==> src/rtl/logic_capture_buffer.sv <==
// Four-channel logic capture store: divided sample clock, pre/post-trigger
// sequencing into a circular RAM, and a one-cycle registered column read port.
module logic_capture_buffer #(
   parameter int DEPTH    = 88,
   parameter int X_OFFSET = 8,
   parameter int PRE_TRIG = 8,
   parameter int DIV_W    = 16
) (
   input  logic             clk,
   input  logic             rst_n,
   input  logic [3:0]       ch_in,
   input  logic [DIV_W-1:0] sample_div,
   input  logic             arm,
   input  logic [1:0]       trig_ch,
   input  logic             trig_rise,
   input  logic             force_trig,
   input  logic [6:0]       x,
   output logic [3:0]       sample,
   output logic             busy,
   output logic             triggered,
   output logic             done
);

   localparam int AW     = $clog2(DEPTH);
   localparam int POST_N = DEPTH - PRE_TRIG - 1;

   typedef enum logic [2:0] {
      S_IDLE,
      S_PRETRIG,
      S_WAIT_TRIG,
      S_POST,
      S_DONE
   } state_t;

   state_t           state_q, state_d;
   logic [3:0]       ch_s1_q, ch_s2_q;
   logic [DIV_W-1:0] div_cnt_q, div_cnt_d;
   logic [DIV_W-1:0] period_q, period_d, period_eff;
   logic             tick;
   logic [AW-1:0]    wr_ptr_q, wr_ptr_d, wr_ptr_inc;
   logic [AW-1:0]    start_ptr_q, start_ptr_d;
   logic [AW-1:0]    cnt_q, cnt_d;
   logic [3:0]       prev_q, prev_d;
   logic             we;
   logic             trig_edge;
   logic [3:0]       mem [DEPTH];
   logic [7:0]       x_ext, x_rel;
   logic             in_win;
   logic [AW-1:0]    rd_idx;

   // Addition modulo DEPTH for operands already below DEPTH.
   function automatic logic [AW-1:0] mod_add(input logic [AW-1:0] a, input logic [AW-1:0] b);
      logic [AW:0] sum;
      sum = {1'b0, a} + {1'b0, b};
      if (sum >= (AW+1)'(DEPTH)) mod_add = AW'(sum - (AW+1)'(DEPTH));
      else                       mod_add = AW'(sum);
   endfunction

   assign busy      = (state_q == S_PRETRIG) || (state_q == S_WAIT_TRIG) || (state_q == S_POST);
   assign triggered = (state_q == S_POST) || (state_q == S_DONE);
   assign done      = (state_q == S_DONE);

   always_ff @(posedge clk or negedge rst_n) begin
      if (!rst_n) begin
         ch_s1_q <= '0;
         ch_s2_q <= '0;
      end else begin
         ch_s1_q <= ch_in;
         ch_s2_q <= ch_s1_q;
      end
   end

   // The period is latched only at a wrap or on arm, so a new sample_div
   // never truncates or stretches the period already in progress.
   assign period_eff = (sample_div == '0) ? DIV_W'(1) : sample_div;
   assign tick       = (div_cnt_q == period_q - DIV_W'(1));

   always_comb begin
      div_cnt_d = div_cnt_q + DIV_W'(1);
      period_d  = period_q;
      if (arm || tick) begin
         div_cnt_d = '0;
         period_d  = period_eff;
      end
   end

   assign wr_ptr_inc = (wr_ptr_q == AW'(DEPTH - 1)) ? '0 : wr_ptr_q + AW'(1);
   assign trig_edge  = trig_rise ? (!prev_q[trig_ch] &&  ch_s2_q[trig_ch])
                                 : ( prev_q[trig_ch] && !ch_s2_q[trig_ch]);

   always_comb begin
      state_d     = state_q;
      wr_ptr_d    = wr_ptr_q;
      start_ptr_d = start_ptr_q;
      cnt_d       = cnt_q;
      prev_d      = prev_q;
      we          = 1'b0;
      if (arm) begin
         state_d  = S_PRETRIG;
         wr_ptr_d = '0;
         cnt_d    = '0;
      end else if (tick && busy) begin
         we       = 1'b1;
         wr_ptr_d = wr_ptr_inc;
         prev_d   = ch_s2_q;
         case (state_q)
            S_PRETRIG: begin
               if (cnt_q == AW'(PRE_TRIG - 1)) begin
                  state_d = S_WAIT_TRIG;
                  cnt_d   = '0;
               end else begin
                  cnt_d = cnt_q + AW'(1);
               end
            end
            S_WAIT_TRIG: begin
               if (trig_edge || force_trig) begin
                  // Window start sits PRE_TRIG samples behind the trigger write.
                  start_ptr_d = mod_add(wr_ptr_q, AW'(DEPTH - PRE_TRIG));
                  cnt_d       = '0;
                  state_d     = (POST_N == 0) ? S_DONE : S_POST;
               end
            end
            S_POST: begin
               if (cnt_q == AW'(POST_N - 1)) state_d = S_DONE;
               else                          cnt_d   = cnt_q + AW'(1);
            end
            default: ;
         endcase
      end
   end

   always_ff @(posedge clk or negedge rst_n) begin
      if (!rst_n) begin
         state_q     <= S_IDLE;
         div_cnt_q   <= '0;
         period_q    <= DIV_W'(1);
         wr_ptr_q    <= '0;
         start_ptr_q <= '0;
         cnt_q       <= '0;
         prev_q      <= '0;
      end else begin
         state_q     <= state_d;
         div_cnt_q   <= div_cnt_d;
         period_q    <= period_d;
         wr_ptr_q    <= wr_ptr_d;
         start_ptr_q <= start_ptr_d;
         cnt_q       <= cnt_d;
         prev_q      <= prev_d;
      end
   end

   always_ff @(posedge clk) begin
      if (we) mem[wr_ptr_q] <= ch_s2_q;
   end

   assign x_ext  = {1'b0, x};
   assign x_rel  = x_ext - 8'(X_OFFSET);
   assign in_win = (x_ext >= 8'(X_OFFSET)) && (x_ext < 8'(X_OFFSET + DEPTH));
   assign rd_idx = mod_add(start_ptr_q, AW'(x_rel));

   always_ff @(posedge clk or negedge rst_n) begin
      if (!rst_n)              sample <= '0;
      else if (done && in_win) sample <= mem[rd_idx];
      else                     sample <= '0;
   end

endmodule
==> config.mk <==
export PLATFORM = sky130hd
export DESIGN_NAME = logic_capture_buffer
export DESIGN_NICKNAME = d
export VERILOG_FILES = /design/src/rtl/logic_capture_buffer.sv
export SDC_FILE = /design/constraint.sdc
export NUM_CORES = 1
export LEC_CHECK = 0
export CAP_MARGIN = 20
export CORE_MARGIN = 3
export CORE_UTILIZATION = 65
export CTS_CLUSTER_SIZE = 20
export DETAILED_ROUTE_END_ITERATION = 8
export GPL_ROUTABILITY_DRIVEN = 0
export PLACE_DENSITY = 0.8
export SLEW_MARGIN = 30
export SYNTH_ARGS = -nofsm -noshare
export SYNTH_HDL_FRONTEND = slang
export SYNTH_SLANG_ARGS = --single-unit
export TNS_END_PERCENT = 50
==> constraint.sdc <==
create_clock -name clk -period 5.45 [get_ports clk]
set_input_delay 1.09 -clock clk [delete_from_list [all_inputs] [get_ports clk]]
set_output_delay 1.09 -clock clk [all_outputs]
set_load 0.05 [all_outputs]
==> results.sh <==
export IMPL_outcome="finished, final reports clean"
export IMPL_critPathArrivalTime_ns=5.09
export IMPL_worst_skew_pair_late_latency_ns=0.54
export IMPL_cts_buffer_depth=3
export IMPL_first_global_vias=11700
export IMPL_post_cts_resized=0
export IMPL_cts_made_buffers=42
export IMPL_cts_repair_timing_setup_buffer_count=0
export IMPL_antenna_left=0
export IMPL_antenna_found_initial=0
export IMPL_dr_pass1_iters=7
export IMPL_final_instance_area_um2=21000
export IMPL_timing_setup_tns_ns=0
export IMPL_postSynthNetCount=1310
export IMPL_std_cell_rows=61
export IMPL_post_route_period_util=0.852
export IMPL_crit_path_start_kind="primary input"
export IMPL_io_buffer_count=40
export IMPL_maxSlewViolCount=0
export IMPL_endpoint="sample[1]"
export IMPL_ys_seq_area_frac=0.661
export IMPL_drive_gt1_frac=0.166
export IMPL_r2r_start="period_q[1]"
export IMPL_cts_reportedPaths_clkPinSlew_ns=0.06
export IMPL_start_point_of_the_critical_path="x[3]"
export IMPL_cts_hold_buffers_added=0
export IMPL_core_um2=28100
export IMPL_grt_remaining_overflow=0
export IMPL_library_cell_used_as_clock_root_buffer="clkbuf_16"
export IMPL_leakagePower_uw=0.00706
export IMPL_fraction_of_synthesis_flops_using_an_asynchronous_set_or_reset_pin=0.170
export IMPL_initial_utilization=0.667
export IMPL_drt_wl_total_um=43000
export IMPL_post_synth_num_cell_types=73
export IMPL_worst_hold_path_num_cells=0
export IMPL_tritoncts="done"
export IMPL_final_hold_violation_count=0
export IMPL_yosys_warnings=0
export IMPL_die_area_um2=30900
export IMPL_max_slew_worst_pin_slew_ns=0.992
export IMPL_fin_skew_ns=0.0190
export IMPL_maxSlewHeadroom=0.335
export IMPL_cp_data_required_time_ns=5.90
export IMPL_r2r_slack_ns=1.13
export IMPL_synth_enable_flop_cells=352
export IMPL_synth_ff_latch_count=424
export IMPL_post_synth_instance_area_um2=18700
export IMPL_layout_filler_cells=1648
export IMPL_dpl_cell_area_um2=19600
export IMPL_min_path_type="flop to flop"
export IMPL_grt_max_degree=90
export IMPL_peakVddDrop_v=0.000306
export IMPL_num_ports=41
export IMPL_area_growth_syn_to_layout_pct=12.0
export IMPL_critical_path_peak_fanout=8
export IMPL_routed_wire_length_per_instance_um=25.2
export IMPL_antenna_diode_instance_count=0
export IMPL_finalNetCount=1353
export IMPL_ff2ff_path_depth=12
export IMPL_power_density_nw_per_um2=332
export IMPL_fmaxAchievable_mhz=215
export IMPL_grt_use_total=0.286
export IMPL_period_minus_slack_ns=4.65
export IMPL_post_synth_cell_area_avg_um2=15.0
export IMPL_first_iter_violations=1327
export IMPL_drc=0
export IMPL_die_width_um=176
export IMPL_most_common_flop_cell_mapped_by_yosys="edfxtp_1"
export IMPL_worstSetupEndpointType="flop"
export IMPL_post_drt_via_cell_ratio=6.82
export IMPL_num_vias=11600
export IMPL_drv_cap=0
export IMPL_detailedPlacementHpwl_um=26800
export IMPL_wire_length_of_the_first_global_routing_pass_um=67600
export IMPL_cts_htree_levels=2
export IMPL_r2r_end="mem[8][2]"
export IMPL_post_synth_inst_count=1251
export IMPL_die_h_um=176
export IMPL_clkSinkCount=424
export IMPL_category_of_the_most_critical_setup_path="primary input to flop"
export IMPL_unrepaired_setup_endpoints_after_global_routing="no"
export IMPL_setup_viol_count_final=0
-- worst min-delay path by stage --
stage	startpoint	end	slack, ns
final	ch_s1_q[0]	ch_s2_q[0]	0.34
after global routing	ch_s1_q[0]	ch_s2_q[0]	0.35
after CTS	ch_s1_q[0]	ch_s2_q[0]	0.35
after detailed placement	ch_s1_q[0]	ch_s2_q[0]	0.33
after global placement	ch_s1_q[3]	ch_s2_q[3]	0.33
after floorplan	ch_s1_q[0]	ch_s2_q[0]	0.33
-- critical path, stage by stage --
cell and delay (ns):
clkdlybuf4s50_1 0.51, inv_1 0.08, ha_1 0.28, inv_1 0.04, ha_1 0.35, a21oi_1 0.19, nand2_1 0.10, or3_1 0.48
and2_0 0.30, a211oi_1 0.85, nor2_1 0.24, nor3_1 0.33, a22oi_1 0.15, o211ai_1 0.10
-- per-stage QoR --
step                hold slack [ns]  setup slack (ns)  instances   util  power [µW]
floorplan                     0.331              1.49       1251      -        3960
global placement              0.332             0.613       1628  0.697        4120
detailed placement            0.335             0.476       1628  0.697        4130
CTS                           0.347             0.981       1703  0.746        6970
global route                  0.351             0.657       1703  0.746        7140
finish                        0.343             0.805       1703  0.746        6950
-- report_power, final --
group	switching [µW]	total (µW)	internal (µW)
Combinational	317	513	196
Sequential	35.9	3570	3530
Clock	1170	2870	1700
Total	1530	6950	5420
-- final cells by class --
class | instances | area (µm²) | share of cell area
flip-flops and latches | 424 | 12400 | 0.591
multi-input cells | 736 | 6040 | 0.288
clock buffers | 58 | 1210 | 0.0580
repair buffers | 65 | 602 | 0.0287
well taps | 378 | 473 | 0.0226
clock inverters | 17 | 159 | 0.00758
inverters | 25 | 93.8 | 0.00448
-- state kept, by name, indices dropped and copies added, names as in the netlist, 7 cells and up --
register / count
period_q: 16
wr_ptr_q: 7
start_ptr_q: 7
cnt_q: 7
div_cnt_q: 16
mem: 352
-- cells in the mapped netlist, types with 5 or more instances --
| master | instances | area share |
|---|---|---|
| a211oi_1 | 7 | 0.0028 |
| a21o_1 | 6 | 0.0024 |
| a21oi_1 | 32 | 0.0086 |
| a22o_1 | 10 | 0.0047 |
| a22oi_1 | 6 | 0.0024 |
| a31oi_1 | 10 | 0.0033 |
| and3_1 | 5 | 0.0017 |
| and4_1 | 5 | 0.0023 |
| buf_1 | 8 | 0.0016 |
| buf_2 | 6 | 0.0016 |
| clkbuf_1 | 51 | 0.010 |
| dfrtp_1 | 71 | 0.095 |
| edfxtp_1 | 352 | 0.56 |
| ha_1 | 24 | 0.016 |
| inv_1 | 25 | 0.0050 |
| mux2_2 | 20 | 0.012 |
| mux2i_1 | 5 | 0.0027 |
| mux4_2 | 90 | 0.11 |
| nand2_1 | 75 | 0.015 |
| nand3_1 | 42 | 0.011 |
| nand4_1 | 50 | 0.017 |
| nor2_1 | 145 | 0.029 |
| nor2b_1 | 6 | 0.0020 |
| nor3_1 | 18 | 0.0048 |
| o211ai_1 | 8 | 0.0032 |
| o21ai_0 | 42 | 0.011 |
| o21ai_1 | 7 | 0.0019 |
| o21ai_2 | 5 | 0.0023 |
| o31ai_1 | 9 | 0.0036 |
| or3_1 | 8 | 0.0027 |
| xnor2_1 | 16 | 0.0075 |
| xor2_1 | 24 | 0.011 |
-- metal layers --
metal / GRT usage / vias up / wire, µm
met4: 0.117 / 0 / 1850
met5: 0 / - / 0
li1: - / 4958 / -
met3: 0.0484 / 132 / 4050
met2: 0.461 / 694 / 21000
met1: 0.397 / 5831 / 16000
-- logic make-up (layout without fill, tap and decap cells) --
family,after synthesis,count (layout),share of synthesized area
DFF,424,424,0.661
AOI/OAI and AO/OA,167,167,0.0589
adders and majority gates,26,26,0.0176
xor gates and xnor gates,40,40,0.0187
buffers and inverters,91,165,0.0190
and+or+nand+nor,386,386,0.100
muxes,117,117,0.124
-- cells in the final DEF (no fill, tap or decap), drive strengths merged, types with 25 or more instances in the layout --
cell type / Yosys / routed
edfxtp: 352 / 352
nor2: 145 / 145
mux4: 90 / 90
nand2: 75 / 75
dfrtp: 71 / 71
clkbuf: 51 / 58
o21ai: 54 / 54
nand4: 51 / 51
nand3: 43 / 43
clkdlybuf4s50: 0 / 39
a21oi: 32 / 32
buf: 15 / 26
inv: 25 / 25
Note: power is estimated with default switching activity, not from simulation.
